File: config.mk
export PLATFORM = sky130hd
export DESIGN_NAME = uart_tx_core_flat
export DESIGN_NICKNAME = d
export VERILOG_FILES = /design/src/rtl/uart_tx_core_pkg.sv /design/src/rtl/uart_tx_core_if.sv /design/src/rtl/uart_baud_tick.sv /design/src/rtl/uart_tx_core.sv /design/src/flat_wrapper.sv
export SDC_FILE = /design/constraint.sdc
export NUM_CORES = 1
export LEC_CHECK = 0
export BUFFER_PORTS_ARGS = -buffer_cell sky130_fd_sc_hd__buf_4
export CAP_MARGIN = 40
export CORE_MARGIN = 2
export CORE_UTILIZATION = 35
export DETAILED_ROUTE_END_ITERATION = 10
export GPL_TIMING_DRIVEN = 0
export HOLD_SLACK_MARGIN = 0.03
export PLACE_DENSITY_LB_ADDON = 0.08
export REMOVE_ABC_BUFFERS = 1
export SETUP_SLACK_MARGIN = 0.1
export SYNTH_ARGS = -nofsm -noshare
export SYNTH_HDL_FRONTEND = slang
export SYNTH_SLANG_ARGS = --single-unit
export TNS_END_PERCENT = 20
File: constraint.sdc
create_clock -name clk -period 1.6 [get_ports clk]
set_clock_uncertainty 0.2 [all_clocks]
set_input_delay 0 -clock clk [delete_from_list [all_inputs] [get_ports clk]]
set_output_delay 0 -clock clk [all_outputs]
set_load 0.1 [all_outputs]
File: src/rtl/uart_tx_core_pkg.sv
//------------------------------------------------------------------------------
// Module  : uart_tx_core_pkg
// Brief   : Shared constants, line levels and FSM state type for the 8N1 TX core.
// Revision: 1.0 - initial release
//------------------------------------------------------------------------------
`timescale 1ns/1ps
`default_nettype none

package uart_tx_core_pkg;

  localparam int BAUD_RATE_DEFAULT = 20;
  localparam int FRAME_BITS        = 10;
  localparam int DATA_BITS         = 8;

  localparam logic START_BIT  = 1'b0;
  localparam logic STOP_BIT   = 1'b1;
  localparam logic IDLE_LEVEL = 1'b1;

  typedef enum logic [1:0] {
    IDLE  = 2'd0,
    START = 2'd1,
    DATA  = 2'd2,
    STOP  = 2'd3
  } tx_state_e;

endpackage

`default_nettype wire

File: src/rtl/uart_tx_core_if.sv
//------------------------------------------------------------------------------
// Module  : uart_tx_core_if
// Brief   : Parallel request side and serial/tick outputs of the UART TX core.
// Revision: 1.0 - initial release
//------------------------------------------------------------------------------
`timescale 1ns/1ps
`default_nettype none

interface uart_tx_core_if;
  import uart_tx_core_pkg::*;

  logic                 start;
  logic [DATA_BITS-1:0] data;
  logic                 baud_rate_signal;
  logic                 uart_tx;

  modport master (
    output start,
    output data,
    input  baud_rate_signal,
    input  uart_tx
  );

  modport slave (
    input  start,
    input  data,
    output baud_rate_signal,
    output uart_tx
  );

endinterface

`default_nettype wire

File: src/rtl/uart_baud_tick.sv
//------------------------------------------------------------------------------
// Module  : uart_baud_tick
// Brief   : Free-running modulo-N counter with a registered one-clock tick.
// Revision: 1.0 - initial release
//------------------------------------------------------------------------------
`timescale 1ns/1ps
`default_nettype none

module uart_baud_tick
  import uart_tx_core_pkg::*;
#(
  parameter int BAUD_RATE_NUMBER = BAUD_RATE_DEFAULT
) (
  input  logic clk,
  input  logic rst_n,
  output logic tick_o
);

  localparam int              CNT_W    = (BAUD_RATE_NUMBER > 2) ? $clog2(BAUD_RATE_NUMBER) : 1;
  localparam logic [CNT_W-1:0] CNT_LAST = CNT_W'(BAUD_RATE_NUMBER - 1);
  localparam logic [CNT_W-1:0] CNT_ONE  = CNT_W'(1);

  logic [CNT_W-1:0] cnt_q, cnt_d;
  logic             tick_q, tick_d;

  always_comb begin
    tick_d = (cnt_q == CNT_LAST);
    cnt_d  = tick_d ? '0 : cnt_q + CNT_ONE;
  end

  always_ff @(posedge clk or negedge rst_n) begin
    if (!rst_n) begin
      cnt_q  <= '0;
      tick_q <= 1'b0;
    end else begin
      cnt_q  <= cnt_d;
      tick_q <= tick_d;
    end
  end

  assign tick_o = tick_q;

endmodule

`default_nettype wire

File: src/rtl/uart_tx_core.sv
//------------------------------------------------------------------------------
// Module  : uart_tx_core
// Brief   : 8N1 UART transmitter: baud tick generator plus tick-paced serializer.
// Revision: 1.0 - initial release
//------------------------------------------------------------------------------
`timescale 1ns/1ps
`default_nettype none

module uart_tx_core
  import uart_tx_core_pkg::*;
#(
  parameter int BAUD_RATE_NUMBER = BAUD_RATE_DEFAULT
) (
  input  logic           clk,
  input  logic           rst_n,
  uart_tx_core_if.slave  bus
);

  localparam logic [2:0] LAST_IDX = 3'(DATA_BITS - 1);

  logic                 baud_tick;
  tx_state_e            state_q, state_d;
  logic [DATA_BITS-1:0] shift_q, shift_d;
  logic [2:0]           idx_q,   idx_d;
  logic                 tx_q,    tx_d;

  uart_baud_tick #(
    .BAUD_RATE_NUMBER (BAUD_RATE_NUMBER)
  ) u_baud_tick (
    .clk    (clk),
    .rst_n  (rst_n),
    .tick_o (baud_tick)
  );

  always_comb begin
    state_d = state_q;
    shift_d = shift_q;
    idx_d   = idx_q;
    tx_d    = tx_q;
    if (baud_tick) begin
      case (state_q)
        IDLE: begin
          if (bus.start) begin
            shift_d = bus.data;
            tx_d    = START_BIT;
            state_d = START;
          end else begin
            tx_d = IDLE_LEVEL;
          end
        end
        START: begin
          tx_d    = shift_q[0];
          idx_d   = '0;
          state_d = DATA;
        end
        DATA: begin
          if (idx_q != LAST_IDX) begin
            shift_d = shift_q >> 1;
            tx_d    = shift_q[1];
            idx_d   = idx_q + 3'd1;
          end else begin
            tx_d    = STOP_BIT;
            state_d = STOP;
          end
        end
        STOP: begin
          // Extra high interval: a new frame may only start on the next tick.
          tx_d    = IDLE_LEVEL;
          state_d = IDLE;
        end
        default: begin
          tx_d    = IDLE_LEVEL;
          state_d = IDLE;
        end
      endcase
    end
  end

  always_ff @(posedge clk or negedge rst_n) begin
    if (!rst_n) begin
      state_q <= IDLE;
      shift_q <= '0;
      idx_q   <= '0;
      tx_q    <= IDLE_LEVEL;
    end else begin
      state_q <= state_d;
      shift_q <= shift_d;
      idx_q   <= idx_d;
      tx_q    <= tx_d;
    end
  end

  assign bus.uart_tx          = tx_q;
  assign bus.baud_rate_signal = baud_tick;

endmodule

`default_nettype wire

File: src/flat_wrapper.sv
// flat-port wrapper written by rule: the top's interface ports become plain ports
module uart_tx_core_flat import uart_tx_core_pkg::*;
#(
  parameter int BAUD_RATE_NUMBER = BAUD_RATE_DEFAULT
)
  (clk, rst_n, bus_start, bus_data, bus_baud_rate_signal, bus_uart_tx);
  uart_tx_core_if bus_i ();
  input  logic clk;
  input  logic rst_n;
  input wire logic [$bits(bus_i.start)-1:0] bus_start;
  input wire logic [$bits(bus_i.data)-1:0] bus_data;
  output wire logic [$bits(bus_i.baud_rate_signal)-1:0] bus_baud_rate_signal;
  output wire logic [$bits(bus_i.uart_tx)-1:0] bus_uart_tx;
  assign bus_i.start = bus_start;
  assign bus_i.data = bus_data;
  assign bus_baud_rate_signal = bus_i.baud_rate_signal;
  assign bus_uart_tx = bus_i.uart_tx;
  uart_tx_core #(.BAUD_RATE_NUMBER(BAUD_RATE_NUMBER)) u_core (.clk(clk), .rst_n(rst_n), .bus(bus_i));
endmodule
==> run_results.csv, run 1 <==
group,metric,value,unit
global_routing,grt_pass1_wl,3230,um
critical_path,rr_startpoint,"u_core.state_q[0]",
sta,tns,-1.65,ns
synth,synth_compound_area_share,8.62,%
critical_path,critPathTopFamily,"multiplexers",
sta,hold_viol_final,0,
global_routing,antenna_found_initial,0,
sta,setup_viol,11,
sta,period_share,111,%
clocking,cts.path.max_buffers,2,
clocking,numClockSinks,20,
cells_and_area,area_delta_synth_final,43.7,%
clocking,htree_levels,1,
detailed_routing,dr.pass1.iters,4,
clocking,root_buffer,"clkbuf_4",
sta,max_freq,561,MHz
critical_path,critPathKind,"reg2reg",
critical_path,crit_fanout,8,
synth,syn_avg_cell_area,12.7,um2
sta,maxSlewViolCount,0,
synth,yosys-mux-area-fraction,20.9,%
hold_path,worstHoldStart,"u_core.u_baud_tick.cnt_q[0]",
synth,netlist_area,1020,um2
synth,synth_adder_area_share,8.62,%
floorplanning,die-width,57.9,um
critical_path,crit_path_start,"u_core.state_q[0]",
floorplanning,start_util,36.8,%
clocking,clkLatencyLatePin,0.30,ns
hold_path,hold_class,"reg2reg",
critical_path,arrival,1.77,ns
critical_path,slowest_stage,"dfrtp_1",
detailed_routing,wirelength,2070,um
cells_and_area,final_cell_mix,"20 x buf_4, 18 x dfrtp_1, 13 x mux2_2",
cells_and_area,drive_above_1_share,50.0,%
synth,synthTopCellsByArea,"dfrtp_1 47%, mux2_2 20%, ha_1 8.6%, a22oi_1 3.0%, dfstp_2 2.6%",
run_status,violations,"setup timing",
hold_path,holdPathStages,1,
sta,rsz0062_at_grt,"true",
run,maxCapViolCount,0,
sta,slew_headroom,71.5,%
critical_path,reg2reg_setup_slack,-0.18,ns
synth,synth-xor-area-share,1.72,%
cells_and_area,diodes,0,
global_routing,grt_pass1_vias,731,
detailed_routing,drc,0,
clocking,numCtsBuffers,3,
power_and_ir_drop,leakagePower,0.000704,uW
place,routabilityCongestion,0.752,
place,place_area,1130,um2
clocking,clk_pin_slew,0.11,ns
hold_path,min_to,"u_core.u_baud_tick.cnt_q[0]",
sta,postLayoutSetupSlackWorst,-0.182,ns
critical_path,cpMostUsedCell,"mux2_2",
synth,yosys.area_share.simple,8.13,%
cells_and_area,final_common_cell,"buf_4",
detailed_routing,vias,730,
critical_path,r2r-end,"u_core.shift_q[0]",
detailed_routing,drtIter0Drc,13,
floorplanning,pin_count,13,
synth,yosysTopAreaCellShare,46.8,%
floorplanning,core_area,2760,um2
floorplanning,die-area,3350,um2
synth,ys_warn_count,0,
critical_path,critPathLaunchType,"register",
cells_and_area,stdcell_area,1460,um2
sta,worst_pin_slew,0.423,ns
synth,ys_seq_elements,20,
detailed_routing,viasPerCell,4.97,
detailed_routing,final_antenna_net_count,0,
critical_path,path_cells,"inv_2, ha_4, buf_4, mux2_2, mux2_2",
place,io_buffers,12,
critical_path,rr_worst_depth,5,
synth,seq_area_frac_synth,49.4,%
critical_path,cpPeakStageDelay,0.43,ns
cells_and_area,nets,135,
synth,synth_top_cell_by_area,"dfrtp_1",
critical_path,endpoint_kind,"register",
sta,period_needed,1.78,ns
floorplanning,num_rows,19,
floorplanning,die_h,57.9,um
global_routing,grtUsageTotal,12.8,%
detailed_routing,routedWlPerCell,14.1,um
clocking,cts_tree,"built",
run_status,status,"finished with violations",
synth,synth_top_family_by_area,"multiplexers",
global_routing,grt_overflow,0,
global_routing,grt_max_degree,21,
power_and_ir_drop,peakVddDrop,393,uV
synth,synth_cell_type_count,20,
critical_path,path_buf_inv,2,
critical_path,critPathRequiredTime,1.59,ns
critical_path,cp.depth,5,
power_and_ir_drop,power-per-cell-area,585,nW/um2
synth,synth_cells,80,
-- metrics by stage --
step	setup WS [ns]	power (uW)	std cells	util, %	hold slack (ns)
floorplan	-0.345	516	79	-	-0.496
global route	-0.225	896	147	52.9	0.307
CTS	-0.154	869	144	50.6	0.270
global placement	-0.555	545	122	41.1	-0.302
detailed placement	-0.530	545	122	41.1	-0.299
finish	-0.182	854	147	52.9	0.266
-- routing by layer --
| metal | routed length, um | track usage (%) |
|---|---|---|
| met3 | 56 | 2.68 |
| met2 | 1020 | 20.5 |
| met5 | 0 | 0 |
| met4 | 22 | 4.98 |
| met1 | 972 | 17.0 |
-- power by group --
part | total [uW] | internal (uW) | leakage, uW | switching [uW]
Clock | 297 | 139 | 0.0000210 | 159
Combinational | 51.4 | 34.4 | 0.000427 | 17.0
Sequential | 505 | 505 | 0.000256 | 0
Total | 854 | 678 | 0.000704 | 176
-- sequential cells by signal, indices dropped and copies added, names as in the netlist --
signal                     cells
u_core.shift_q                 8
u_core.u_baud_tick.cnt_q       5
u_core.idx_q                   3
u_core.state_q                 2
u_core.bus.uart_tx             1
u_core.u_baud_tick.tick_o      1
-- area by class of cell --
type	count	area (um2)
timing repair buffer	33	300
fill	245	1300
clock buffer	4	36.3
multi-input combinational	55	567
sequential	20	503
inverter	4	15.0
tap	31	38.8
-- synth_stat cells (all sizes together) --
| cell | number |
|---|---|
| a211oi | 1 |
| a22o | 2 |
| a22oi | 4 |
| buf | 1 |
| dfrtp | 19 |
| dfstp | 1 |
| ha | 7 |
| inv | 4 |
| mux2 | 18 |
| mux2i | 1 |
| nand2 | 5 |
| nand2b | 1 |
| nand3 | 1 |
| nand4b | 1 |
| nor2 | 3 |
| nor2b | 2 |
| nor3 | 1 |
| o211ai | 1 |
| o21ai | 5 |
| xnor2 | 2 |
-- what timing repair did --
item	CTS	global route
endpoints found under the hold margin	29	0
resized for setup	10	10
pin swaps	2	4
buffers inserted	7	3
hold buffers	11	0
setup endpoints to repair	14	14
-- how the worst max path moves through the flow --
stage	end
final	u_core.shift_q[0]
after global routing	u_core.shift_q[4]
after CTS	u_core.shift_q[7]
after detailed placement	u_core.state_q[1]
after global placement	u_core.state_q[1]
after floorplan	u_core.shift_q[0]
-- cells by family after synthesis --
group,count (synthesis)
muxes,19
buffers and inverters,5
DFF,20
and+or+nand+nor,14
adders and majority gates,7
AOI/OAI and AO/OA,13
xor gates and xnor gates,2
No activity file was read; power rests on OpenSTA's default activity.
==> run 2, diff against run 1 <==
- CTS_BUF_LIST: default -> sky130_fd_sc_hd__clkbuf_8
- PLACE_DENSITY: default -> 0.55
- PLACE_DENSITY_LB_ADDON: 0.08 -> default
==> run 2 against run 1 <==
  * The run still ends with setup timing left
  * Largest power group unchanged
  * Die area unchanged
  * Critical endpoint is now u_core.shift_q[5]
  * Routed wire length shrank 0.29%
  * Combinational power grew 1%
  * Register-to-register slack better by 0.05 ns
  * Critical path type unchanged
  * Core utilization is 3.0 points higher
  * Setup slack gained 0.047 ns
  * Cell count grew 1.4%
  * Sequential power about the same
==> run_results.csv, run 2 (same netlist as run 1, synthesis figures left out) <==
group,metric,value,unit
clocking,numCtsBuffers,3,
cells_and_area,nets,137,
power_and_ir_drop,p_total,1060,uW
cells_and_area,largest_register_ffs,8,
clocking,root_buffer,"clkbuf_8",
critical_path,path_buf_inv,1,
cells_and_area,diodes,0,
detailed_routing,drtIter0Drc,28,
cells_and_area,largest-register,"u_core.shift_q",
sta,setup_viol,11,
global_routing,grt_pass1_wl,3550,um
sta,tns,-1.23,ns
clocking,clkLatencyLatePin,0.26,ns
critical_path,path_cells,"ha_4, buf_4, nand2_4, nand4b_4, mux2_4",
floorplanning,die_h,57.9,um
critical_path,critPathKind,"reg2reg",
power_and_ir_drop,leakagePower,0.000758,uW
critical_path,critPathLaunchType,"register",
cells_and_area,final_cell_mix,"21 x buf_4, 18 x dfrtp_1, 14 x mux2_4",
clocking,clk_pin_slew,0.07,ns
floorplanning,pin_count,13,
sta,period_share,108,%
place,io_buffers,12,
detailed_routing,dr.pass1.iters,4,
detailed_routing,vias,736,
global_routing,grt_max_degree,21,
global_routing,grt_pass1_vias,799,
sta,worst_pin_slew,0.325,ns
place,dp_cells,122,
floorplanning,core_area,2760,um2
cells_and_area,stdcell_area,1540,um2
cells_and_area,final_common_cell,"buf_4",
sta,max_freq,576,MHz
place,place_area,1130,um2
place,hpwlAfterDp,1240,um
critical_path,crit_fanout,8,
critical_path,slowest_stage,"dfrtp_2",
cells_and_area,drive_above_1_share,52.5,%
sta,rsz0062_at_grt,"true",
sta,hold_viol_final,0,
detailed_routing,routedWlPerCell,13.9,um
clocking,cts_tree,"built",
detailed_routing,viasPerCell,4.94,
global_routing,antenna_found_initial,0,
power_and_ir_drop,peakVddDrop,1080,uV
critical_path,critPathRequiredTime,1.55,ns
power_and_ir_drop,power-per-cell-area,686,nW/um2
place,routabilityCongestion,0.755,
clocking,numClockSinks,20,
critical_path,critPathTopFamily,"flip-flops",
floorplanning,die-area,3350,um2
run,maxCapViolCount,0,
critical_path,arrival,1.68,ns
detailed_routing,wirelength,2070,um
global_routing,grtUsageTotal,13.9,%
cells_and_area,final_util,56.0,%
sta,period_needed,1.73,ns
critical_path,endpoint_kind,"register",
clocking,cts.path.max_buffers,2,
cells_and_area,area_delta_synth_final,52.0,%
clocking,htree_levels,1,
cells_and_area,layout.cells.non_filler,149,
floorplanning,start_util,36.8,%
sta,postLayoutSetupSlackWorst,-0.135,ns
run_status,violations,"setup timing",
critical_path,cpPeakStageDelay,0.45,ns
floorplanning,num_rows,19,
detailed_routing,drc,0,
hold_path,hold_class,"reg2reg",
sta,maxSlewViolCount,0,
cells_and_area,top_regs,"u_core.shift_q x8, u_core.u_baud_tick.cnt_q x5, u_core.idx_q x3",
detailed_routing,final_antenna_net_count,0,
sta,slew_headroom,78.2,%
floorplanning,die-width,57.9,um
run_status,status,"finished with violations",
global_routing,grt_overflow,0,
## run 2: area by class of cell
class / instances / area [um2]
Clock buffer: 3 / 41.3
Clock inverter: 1 / 30.0
Fill cell: 234 / 1210
Inverter: 4 / 15.0
Multi-Input combinational cell: 55 / 614
Sequential cell: 20 / 503
Tap cell: 31 / 38.8
Timing Repair Buffer: 35 / 302
## run 2: what timing repair did
| action | in CTS | in global routing |
|---|---|---|
| pin swaps | 4 | 2 |
| buffers inserted | 12 | 0 |
| hold buffers | 11 | 0 |
| endpoints found under the hold margin | 29 | 0 |
| cloned | 0 | 0 |
| gates resized for setup | 26 | 13 |
| endpoints found under the setup margin | 14 | 14 |
## run 2: report_power, final
| group | internal [uW] | switching (uW) |
|---|---|---|
| Combinational | 34.6 | 17.4 |
| Sequential | 505 | 0 |
| Clock | 334 | 169 |
## run 2: worst paths after layout
path	startpoint	to	slack, ns	cells past startpoint
worst min register to register	u_core.u_baud_tick.cnt_q[0]	u_core.u_baud_tick.cnt_q[0]	0.28	1
worst max register to register	u_core.state_q[1]	u_core.shift_q[5]	-0.13	5
min in group asynchronous	rst_n	u_core.idx_q[1]	0.49	3
worst min-delay path	u_core.u_baud_tick.cnt_q[0]	u_core.u_baud_tick.cnt_q[0]	0.28	1
worst max-delay path	u_core.state_q[1]	u_core.shift_q[5]	-0.13	5
max in group asynchronous	rst_n	u_core.bus.uart_tx	0.44	3
## run 2: worst register-to-register path, delay by kind of cell, from the launching register on
family                   cells  cell delay [ns]
flip-flops                   1             0.45
adder cells (fa/ha/maj)      1             0.20
buffers and inverters        1             0.15
AND/OR/NAND/NOR              2             0.26
multiplexers                 1             0.36
## run 2: per-layer routing
metal	track usage (%)	part of all wire, %	vias up
met5	0	0	-
met4	1.99	0.29	0
met3	4.69	3.8	2
met2	25.5	52	12
met1	15.9	44	358
li1	-	-	364
## run 2: stage by stage
stage / setup WS (ns) / hold slack [ns]
3_5_place_dp: -0.522 / -0.303
3_3_place_gp: -0.504 / -0.306
2_1_floorplan: -0.345 / -0.496
6_report: -0.135 / 0.280
4_1_cts: -0.111 / 0.287
5_1_grt: -0.195 / 0.319
